### src/rtl/piso_pkg.sv
// Shared constants and helpers for the piso serializer and its benches.
// Optional status outputs are enabled with the PISO_STATUS_EN macro.
package piso_pkg;

  localparam int DEFAULT_WIDTH = 8;

  // Width of a counter able to hold every value from 0 up to and including width.
  function automatic int cnt_width(input int width);
    return $clog2(width + 1);
  endfunction

endpackage

### src/rtl/piso_if.sv
// Parallel load / serial output bundle for piso. The bits_left and empty
// status members exist only when PISO_STATUS_EN is defined.
interface piso_if
  import piso_pkg::*;
#(
  parameter int WIDTH = DEFAULT_WIDTH
);

  logic             load;
  logic [WIDTH-1:0] parallel_in;
  logic             shift;
  logic             serial_out;

`ifdef PISO_STATUS_EN
  logic [cnt_width(WIDTH)-1:0] bits_left;
  logic                        empty;

  modport master (
    output load,
    output parallel_in,
    output shift,
    input  serial_out,
    input  bits_left,
    input  empty
  );

  modport slave (
    input  load,
    input  parallel_in,
    input  shift,
    output serial_out,
    output bits_left,
    output empty
  );
`else
  modport master (
    output load,
    output parallel_in,
    output shift,
    input  serial_out
  );

  modport slave (
    input  load,
    input  parallel_in,
    input  shift,
    output serial_out
  );
`endif

endinterface

### src/rtl/piso_bit_counter.sv
// Loadable down-counter tracking how many serialized bits remain; it
// saturates at zero so over-shifting never wraps around.
module piso_bit_counter
  import piso_pkg::*;
#(
  parameter int WIDTH = DEFAULT_WIDTH
) (
  input  logic                        clk,
  input  logic                        reset,
  input  logic                        load,
  input  logic                        dec,
  output logic [cnt_width(WIDTH)-1:0] count,
  output logic                        empty
);

  localparam int CW = cnt_width(WIDTH);

  always_ff @(posedge clk or negedge reset) begin
    if (!reset) begin
      count <= '0;
    end else if (load) begin
      count <= CW'(WIDTH);
    end else if (dec && (count != '0)) begin
      count <= count - 1'b1;
    end
  end

  assign empty = (count == '0);

endmodule

### src/rtl/piso.sv
// Parallel-in, serial-out shift register, MSB first, with registered output.
// Define PISO_STATUS_EN to build the bits_left / empty status counter.
module piso
  import piso_pkg::*;
#(
  parameter int   WIDTH    = DEFAULT_WIDTH,
  parameter logic FILL_BIT = 1'b0
) (
  input  logic clk,
  input  logic reset,
  piso_if.slave bus
);

  logic [WIDTH-1:0] sreg;

  // Load wins over shift; the MSB flop feeds serial_out with no logic after it.
  always_ff @(posedge clk or negedge reset) begin
    if (!reset) begin
      sreg <= '0;
    end else if (bus.load) begin
      sreg <= bus.parallel_in;
    end else if (bus.shift) begin
      sreg <= {sreg[WIDTH-2:0], FILL_BIT};
    end
  end

  assign bus.serial_out = sreg[WIDTH-1];

`ifdef PISO_STATUS_EN
  piso_bit_counter #(
    .WIDTH (WIDTH)
  ) u_bit_counter (
    .clk   (clk),
    .reset (reset),
    .load  (bus.load),
    .dec   (bus.shift),
    .count (bus.bits_left),
    .empty (bus.empty)
  );
`endif

endmodule

### src/flat_wrapper.sv
// flat-port wrapper written by rule: the top's interface ports become plain ports
module piso_flat import piso_pkg::*;
#(
  parameter int   WIDTH    = DEFAULT_WIDTH,
  parameter logic FILL_BIT = 1'b0
)
  (clk, reset, bus_load, bus_parallel_in, bus_shift, bus_serial_out);
  piso_if #(.WIDTH(WIDTH)) bus_i ();
  input  logic clk;
  input  logic reset;
  input wire logic [$bits(bus_i.load)-1:0] bus_load;
  input wire logic [$bits(bus_i.parallel_in)-1:0] bus_parallel_in;
  input wire logic [$bits(bus_i.shift)-1:0] bus_shift;
  output wire logic [$bits(bus_i.serial_out)-1:0] bus_serial_out;
  assign bus_i.load = bus_load;
  assign bus_i.parallel_in = bus_parallel_in;
  assign bus_i.shift = bus_shift;
  assign bus_serial_out = bus_i.serial_out;
  piso #(.WIDTH(WIDTH), .FILL_BIT(FILL_BIT)) u_core (.clk(clk), .reset(reset), .bus(bus_i));
endmodule
### config.mk
export PLATFORM = sky130hd
export DESIGN_NAME = piso_flat
export DESIGN_NICKNAME = d
export VERILOG_FILES = /design/src/rtl/piso_pkg.sv /design/src/rtl/piso_if.sv /design/src/rtl/piso_bit_counter.sv /design/src/rtl/piso.sv /design/src/flat_wrapper.sv
export SDC_FILE = /design/constraint.sdc
export NUM_CORES = 1
export LEC_CHECK = 0
export BUFFER_PORTS_ARGS = -buffer_cell sky130_fd_sc_hd__buf_2
export CAP_MARGIN = 20
export CORE_MARGIN = 2
export CORE_UTILIZATION = 25
export CTS_CLUSTER_SIZE = 40
export DETAILED_ROUTE_END_ITERATION = 10
export GPL_TIMING_DRIVEN = 0
export MAX_ROUTING_LAYER = met4
export SLEW_MARGIN = 10
export SYNTH_ARGS = -nofsm -noshare
export SYNTH_HDL_FRONTEND = slang
export SYNTH_SLANG_ARGS = --single-unit
### constraint.sdc
create_clock -name clk -period 0.8 [get_ports clk]
set_input_delay 0.04 -clock clk [delete_from_list [all_inputs] [get_ports clk]]
set_output_delay 0.04 -clock clk [all_outputs]
set_load 0.03 [all_outputs]
==> results.md, run 1 <==
- Initial DRC Count: 7
- FF+latch count, synth: 8
- Worst setup margin: -0.0386 ns
- Crit Reg-Reg Startpoint: u_core.sreg[7]
- # diodes: 0
- Final HPWL from detailed placement: about 500 um
- Slew Viols, Final: 0
- Worst Hold Path EP: u_core.sreg[5]
- Syn Inst Count: 34
- Routed wire per std cell: between 10 and 15 um
- Failing checks: negative setup slack
- I/O pin count: 13
- Commonest non-fill, non-tap cell in the layout: buf_2
- Pwr per Cell Area: approximately 1800 nW/um^2
- Port buffer count: 11
- Maximum number of pins on one net before global-route repair: 11
- Fill count: 144
- First-pass GRT wire length: roughly 1300 um
- Grt total ovfl: 0
- RSZ-0062 raised after global routing: yes
- DRC Markers: 0
- Reg2reg path depth: 2
- Critical path launch point type: flop
- Hold Crit Class: in -> reg
- Max reg flops: 8
- Finished Layout Cells: 69
- CTS tree: done
- Period utilization: 105%
- Final min period: roughly 0.84 ns
- Area grow syn2layout: 42.7%
- Hold Startpoint: bus_parallel_in[5]
- Arr. time, crit path: 0.80 ns
- Core area: about 1300 um^2
- Gpl congestion: 0.656
- Clk sink count: 8
- Initial antenna violation count: 0
- Clock slew at reported path FFs: approximately 0.06 ns
- Synthesized Nets: 46
- DP Area: around 440 um^2
- Synth Area per Inst: ~11 um^2
- Final hold violation count: 0
- Chip Height: about 42 um
- CTS Buffer Depth: 2
- CTS buffer count: 3
- H-tree depth: 1
- Die width: between 40 and 50 um
- Crit-path leading delay family: flip-flops
- GRT Resource Usage Total: around 11%
- Vias: between 200 and 300
- Reg2Reg Setup Slack: 0.08 ns
- Final #Nets: 67
- CP Class: reg -> out
- Seq/Total Area, Yosys: 54.2%
- Crit path cell chain: buf_6
- Most flop-heavy register: u_core.sreg
- Nature of the critical path endpoint: output pin
- Most frequent cells in the layout: 10 x buf_2, 8 x nand2_1, 7 x mux2i_1, 7 x o21ai_1, 7 x dfrtp_1
- Mapped Area: between 300 and 400 um^2
- Initial Util: about 28%
- Slowest stage delay, CP: roughly 0.4 ns
- Routed vias/inst: 4.30
- Worst Max-Slew Pin Slew: 0.180 ns
- Biggest registers after layout: u_core.sreg: 8 flops
- Crit Reg-Reg Endpoint: u_core.sreg[7]
- Layout cells sized above 1: 31.5%
- Total Routed Length: 709 um
- Fin area: approximately 530 um^2
- FMAX: between 1 and 1.5 GHz
- Worst IR Drop VDD: about 0.95 mV
- Status: finished with violations
- Inst Count DP: 60
- CTS Root Cell: clkbuf_4
- Synth warnings: 0
- Rel. slew slack: 88.0%
- Worst path bufs/invs: 1
- Vias in the first global route: between 300 and 400
- Final setup violating endpoints: 1
- Max cap viols: 0
- Slowest-stage cell, CP: dfrtp_2
- Worst Path Max Fanout: 2
- Final setup skew: 0.00252 ns
- Worst path required time: 0.76 ns
- DRT Pass-1 Iters: 4
- LEAKAGE: 0.261 nW
- Die Area: 1800 um^2
- Clock Latency Late Sink: around 0.25 ns
- Hold depth: 3
- Final core occ: about two fifths
- Routed Antenna Nets: 0
- Synth cell types: 7
- Hold WS: about 0.0032 ns
- FP Rows: 13
==> power by group <==
part           internal [mW]  leakage (nW)  switching (mW)
combinational         0.0906         0.149          0.0743
sequential             0.446        0.0968          0.0207
clock                  0.191        0.0150           0.142
total                  0.727         0.261           0.237
==> how the worst max path moves through the flow <==
stage / start / endpoint / slack (ns) / cells after the start
floorplan: u_core.sreg[7] / u_core.sreg[7] / 0.03 / 2
global placement: u_core.sreg[7] / u_core.sreg[7] / 0.10 / 2
detailed placement: u_core.sreg[2] / u_core.sreg[3] / 0.09 / 2
CTS: u_core.sreg[7] / bus_serial_out / -0.05 / 1
global route: u_core.sreg[7] / bus_serial_out / -0.08 / 1
finish: u_core.sreg[7] / bus_serial_out / -0.04 / 1
==> kinds of logic after synthesis <==
family | Yosys count | synth area share, %
muxes | 7 | 19.0
DFF | 8 | 54.2
and+or+nand+nor | 9 | 9.83
buffers and inverters | 2 | 6.10
AOI/OAI and AO/OA | 8 | 10.8
==> layout make-up <==
cell class	instances	area, um^2	share of cell area [%]
Tap cell	15	18.8	3.56
Buffer	2	22.5	4.28
Sequential cell	8	201	38.2
Clock buffer	4	26.3	4.99
Multi-Input combinational cell	24	146	27.8
Timing Repair Buffer	16	111	21.1
==> cells in the mapped netlist (all sizes together) <==
master,instances,share of area (%)
dfrtp,8,54
buf,2,6.1
nand2b,1,1.7
o21ai,8,11
mux2i,7,19
nand2,8,8.1
==> metal layers <==
layer / GRT usage [%] / wire [um] / vias to the layer above
met5: - / 0 / -
met4: 3.75 / 7 / 0
met3: 7.76 / 70 / 2
met2: 13.8 / 268 / 13
met1: 12.9 / 364 / 126
li1: - / - / 156
==> worst reg2reg max path: stages, from the launching register on <==
cell and delay (ns):
dfrtp_2 0.40, mux2i_1 0.13, o21ai_1 0.07
==> stage by stage <==
step	setup TNS, ns	setup WS [ns]	power, mW
after detailed placement	0	0.0936	0.616
after global routing	-0.0846	-0.0846	1.05
after floorplan	0	0.0287	0.558
after CTS	-0.0480	-0.0480	0.984
after global placement	0	0.100	0.613
final	-0.0386	-0.0386	0.964
==> repair_timing <==
| item | in CTS | in global routing |
|---|---|---|
| setup buffers | 0 | 0 |
| setup endpoints to repair | 1 | 1 |
| hold endpoints to repair | 12 | 0 |
| hold buffers | 5 | 0 |
| gates resized for setup | 2 | 0 |
No activity file was read; power rests on OpenSTA's default activity.
==> run 2, diff against run 1 <==
--- a/config.mk
+++ b/config.mk
@@ -7,10 +7,11 @@
 export LEC_CHECK = 0
 export BUFFER_PORTS_ARGS = -buffer_cell sky130_fd_sc_hd__buf_2
 export CAP_MARGIN = 20
-export CORE_MARGIN = 2
-export CORE_UTILIZATION = 25
+export CORE_AREA = 2 2 39 41
+export CTS_BUF_LIST = sky130_fd_sc_hd__clkbuf_2
 export CTS_CLUSTER_SIZE = 40
 export DETAILED_ROUTE_END_ITERATION = 10
+export DIE_AREA = 0 0 41 43
 export GPL_TIMING_DRIVEN = 0
 export MAX_ROUTING_LAYER = met4
 export SLEW_MARGIN = 10
==> run 2 against run 1 <==
Compared with the run above: the flow still finishes with violations (negative setup slack); critical endpoint unchanged; clock skew rose by 0.0060 ns; flip-flop and latch count stayed put; core utilization shrank 4.0 points; critical path depth is the same; worst setup slack gained 0.0085 ns; first-iteration DRC count shrank 57%; critical path type unchanged.
==> results.md, run 2 (same netlist as run 1, synthesis figures left out) <==
- CP Class: reg -> out
- Gpl congestion: ~0.70
- GRT Resource Usage Total: 11.7%
- Area grow syn2layout: 33.2%
- Routed Antenna Nets: 0
- Status: finished with violations
- DP Area: between 400 and 500 um^2
- Crit-path leading delay family: flip-flops
- Worst Path Max Fanout: 2
- DRT Pass-1 Iters: 4
- Worst path bufs/invs: 1
- Maximum number of pins on one net before global-route repair: 11
- Wl on met1: between 300 and 400 um
- Grt total ovfl: 0
- Fin area: between 400 and 500 um^2
- Initial Util: 26.7%
- Pwr per Cell Area: 1830 nW/um^2
- FMAX: 1.20 GHz
- Max cap viols: 0
- CTS buffer count: 3
- CTS Buffer Depth: 2
- Crit path cell chain: buf_6
- CTS tree: done
- Hold WS: 0.0177 ns
- Routed wire per std cell: between 10 and 15 um
- Most frequent cells in the layout: 10 x buf_2, 8 x nand2_1, 7 x mux2i_1, 7 x o21ai_1, 7 x dfrtp_1
- Vias: between 200 and 300
- Chip Height: 43 um
- Rel. slew slack: approximately nine tenths
- Inst Count DP: just over 60
- Critical path launch point type: flop
- Max reg flops: 8
- Final HPWL from detailed placement: between 500 and 600 um
- LEAKAGE: around 0.25 nW
- Slowest stage delay, CP: between 0.4 and 0.5 ns
- TNS Setup: -0.0301 ns
- Core area: 1380 um^2
- Met3 WL: about 48 um
- Commonest non-fill, non-tap cell in the layout: buf_2
- Biggest registers after layout: u_core.sreg: 8 flops
- Clk sink count: 8
- Worst IR Drop VDD: about 0.65 mV
- Total Routed Length: approximately 740 um
- # diodes: 0
- Routed vias/inst: ~4.3
- Die width: 41 um
- I/O pin count: 13
- Final #Nets: 64
- Port buffer count: 11
- FP Rows: 14
- Clock Latency Late Sink: approximately 0.24 ns
- RSZ-0062 raised after global routing: yes
- Worst Max-Slew Pin Slew: 0.146 ns
- Worst path required time: 0.76 ns
- Vias in the first global route: around 320
- Initial DRC Count: 3
- Nature of the critical path endpoint: output pin
- Worst setup margin: -0.0301 ns
- Finished Layout Cells: 67
- Period utilization: 104%
- H-tree depth: 1
- Die Area: between 1500 and 2000 um^2
- Hold Crit Class: in -> reg
- DRC Markers: 0
- Failing checks: negative setup slack
- Slew Viols, Final: 0
- Final setup violating endpoints: 1
- Final setup skew: about 0.0085 ns
- Initial antenna violation count: 0
- First-pass GRT wire length: about 1300 um
- Most flop-heavy register: u_core.sreg
- CTS Root Cell: clkbuf_2
- Top layer in use: met4
- Post-layout power: 900 uW
- Final hold violation count: 0
- Final min period: a little over 0.8 ns
- Clock slew at reported path FFs: 0.09 ns
- Slowest-stage cell, CP: dfrtp_2
- Layout cells sized above 1: 35.3%
- Arr. time, crit path: just under 0.8 ns
- Routed met2 length: between 300 and 400 um
[run 2: changes by cell type in the layout (fill, tap and decap cells not counted), sizes merged]
cell         previous run  this run
dlygate4sd3             5         2
[run 2: worst paths after layout]
| path | from | depth (start not counted) | slack (ns) | to |
|---|---|---|---|---|
| worst max-delay path | u_core.sreg[7] | 1 | -0.03 | bus_serial_out |
| worst min-delay path | bus_parallel_in[4] | 3 | 0.02 | u_core.sreg[4] |
| worst max register to register | u_core.sreg[7] | 2 | 0.06 | u_core.sreg[7] |
| worst min register to register | u_core.sreg[0] | 2 | 0.56 | u_core.sreg[0] |
| max in group asynchronous | reset | 2 | 0.47 | u_core.sreg[7] |
| min in group asynchronous | reset | 2 | 0.16 | u_core.sreg[5] |
[run 2: final cells by class]
class | instances | area, um^2
well taps | 16 | 20.0
flip-flops and latches | 8 | 201
clock buffers | 4 | 20.0
fillers | 144 | 892
repair buffers | 13 | 81.3
plain buffers | 2 | 22.5
multi-input cells | 24 | 146
[run 2: what timing repair did]
| item | 4_1_cts | 5_1_grt |
|---|---|---|
| hold buffers | 2 | 0 |
| gates resized for setup | 2 | 0 |
| pin swaps | 0 | 0 |
| endpoints found under the setup margin | 1 | 2 |
| buffers inserted | 0 | 0 |
| hold endpoints to repair | 9 | 0 |
[run 2: power breakdown]
part | internal (mW) | leakage [nW] | switching, mW | total (mW)
combinational | 0.0812 | 0.136 | 0.0737 | 0.155
clock | 0.133 | 0.0166 | 0.147 | 0.280
sequential | 0.444 | 0.0968 | 0.0211 | 0.466
[run 2: metrics by stage]
| stage | worst slack [ns] | util [%] |
|---|---|---|
| 6_report | -0.0301 | 35.5 |
| 5_1_grt | -0.0676 | 35.5 |
| 4_1_cts | -0.0518 | 35.5 |
| 3_5_place_dp | 0.0860 | 32.2 |
| 3_3_place_gp | 0.0955 | 32.2 |
| 2_1_floorplan | 0.0287 | - |
[run 2: layer usage]
layer  track usage (%)  vias to the layer above
met4              8.00                        0
li1                  -                      150
met5                 -                        -
met3              4.71                        2
met1              14.6                      129
met2              15.0                       10
==> run 3, diff against run 2 <==
--- a/config.mk
+++ b/config.mk
@@ -14,6 +14,8 @@
 export DIE_AREA = 0 0 41 43
 export GPL_TIMING_DRIVEN = 0
 export MAX_ROUTING_LAYER = met4
+export PLACE_DENSITY = 0.62
+export SKIP_LAST_GASP = 1
 export SLEW_MARGIN = 10
 export SYNTH_ARGS = -nofsm -noshare
 export SYNTH_HDL_FRONTEND = slang
==> run 3 against run 2 <==
Compared with the run above: the run still ends with negative setup slack left; critical path depth unchanged; final cell count increased by 3.0%; clock skew decreased by 0.0052 ns; fmax about the same; clock-buffer cell count stayed put; largest cell class unchanged.
==> results.md, run 3 (same netlist as run 1, synthesis figures left out) <==
- Status: finished with violations
- Failing checks: negative setup slack
- Crit-path leading delay family: flip-flops
- Final HPWL from detailed placement: 489 um
- Chip Height: roughly 43 um
- Rel. slew slack: between 80% and 90%
- Initial Util: 26.7%
- Final setup skew: 0.00334 ns
- GRT met2 Usage: a little over an eighth
- Biggest registers after layout: u_core.sreg: 8 flops
- Hold Crit Class: in -> reg
- Worst path required time: around 0.76 ns
- Vias: ~290
- Area grow syn2layout: 38.6%
- H-tree depth: 1
- Clock Latency Late Sink: between 0.2 and 0.25 ns
- Clk sink count: 8
- Met1 Use GR: between 10 and 15%
- Arr. time, crit path: 0.79 ns
- FP Rows: 14
- Pwr per Cell Area: between 1500 and 2000 nW/um^2
- RSZ-0062 raised after global routing: yes
- Vias in the first global route: about 290
- Pre-CTS setup slack: about 0.095 ns
- Slowest stage delay, CP: about 0.4 ns
- Worst setup margin: -0.0303 ns
- Core area: about 1400 um^2
- Final min period: ~0.83 ns
- Fin area: 512 um^2
- Die width: between 40 and 50 um
- Gpl congestion: ~0.67
- Critical path launch point type: flop
- Clock slew at reported path FFs: roughly 0.09 ns
- Most flop-heavy register: u_core.sreg
- Initial DRC Count: 1
- Post-CTS setup buffer count: 0
- Worst Max-Slew Pin Slew: about 0.19 ns
- Final hold violation count: 0
- Crit path cell chain: buf_6
- Period utilization: 104%
- Layout cells sized above 1: 34.0%
- I/O pin count: 13
- Grt total ovfl: 0
- Routed vias/inst: 4.16
- First-pass GRT wire length: ~1100 um
- CTS buffer count: 3
- CTS tree: done
- Worst path bufs/invs: 1
- CTS Root Cell: clkbuf_2
- Fill count: around 140
- Final setup violating endpoints: 1
- Commonest non-fill, non-tap cell in the layout: buf_2
- Max cap viols: 0
- GRT Resource Usage Total: approximately 10%
- FMAX: ~1.2 GHz
- Final core occ: 37.0%
- LEAKAGE: about 0.26 nW
- Nature of the critical path endpoint: output pin
- Worst IR Drop VDD: 0.527 mV
- M3 GR Usage: 3.14%
- Final #Nets: 66
- CTS Buffer Depth: 2
- DRC Markers: 0
- Routed Antenna Nets: 0
- Post-layout power: 908 uW
- Most frequent cells in the layout: 10 x buf_2, 8 x nand2_1, 7 x mux2i_1, 7 x o21ai_1, 7 x dfrtp_1
- Slowest-stage cell, CP: dfrtp_2
- Port buffer count: 11
- Worst Path Max Fanout: 2
- DP Area: 445 um^2
- Total Routed Length: between 700 and 800 um
- Slew Viols, Final: 0
- GRT busiest layer: met2
- Initial antenna violation count: 0
- DRT Pass-1 Iters: 2
- Maximum number of pins on one net before global-route repair: 11
- Routed wire per std cell: 10.4 um
- Max reg flops: 8
- CP Class: reg -> out
- Die Area: 1760 um^2
- # diodes: 0
[run 3: timing repair]
action	CTS	global route
endpoints found under the hold margin	11	0
hold buffers	4	0
setup endpoints to repair	1	1
resized for setup	2	0
[run 3: layer usage]
metal	part of all wire (%)	vias to the layer above
li1	-	152
met1	47	125
met2	45	10
met3	7.9	0
met4	0	0
met5	0	-
[run 3: cell type report]
class | instances | area (um^2) | share of cell area, %
Buffer | 2 | 22.5 | 4.40
Clock buffer | 4 | 20.0 | 3.91
Multi-Input combinational cell | 24 | 146 | 28.6
Sequential cell | 8 | 201 | 39.4
Tap cell | 16 | 20.0 | 3.91
Timing Repair Buffer | 15 | 101 | 19.8
[run 3: worst paths after layout]
kind                               startpoint             end  slack, ns  cells after the start
setup / recovery               u_core.sreg[7]  bus_serial_out      -0.03                      1
hold / removal             bus_parallel_in[2]  u_core.sreg[2]       0.02                      3
setup reg to reg               u_core.sreg[7]  u_core.sreg[7]       0.08                      2
hold reg to reg                u_core.sreg[0]  u_core.sreg[0]       0.55                      2
max in group asynchronous               reset  u_core.sreg[7]       0.46                      2
min in group asynchronous               reset  u_core.sreg[4]       0.16                      2
[run 3: report_power, final]
group | total, mW | switching [mW] | internal [mW]
clock | 0.281 | 0.148 | 0.133
sequential | 0.465 | 0.0208 | 0.444
combinational | 0.162 | 0.0743 | 0.0874
total | 0.908 | 0.243 | 0.665
[run 3: per-stage QoR]
| step | instances | TNS, ns | hold slack [ns] |
|---|---|---|---|
| after floorplan | 34 | 0 | -0.256 |
| after global placement | 61 | 0 | -0.112 |
| after detailed placement | 61 | 0 | -0.109 |
| after CTS | 69 | -0.0539 | 0.00356 |
| after global routing | 69 | -0.0712 | 0.0306 |
| final | 69 | -0.0303 | 0.0172 |
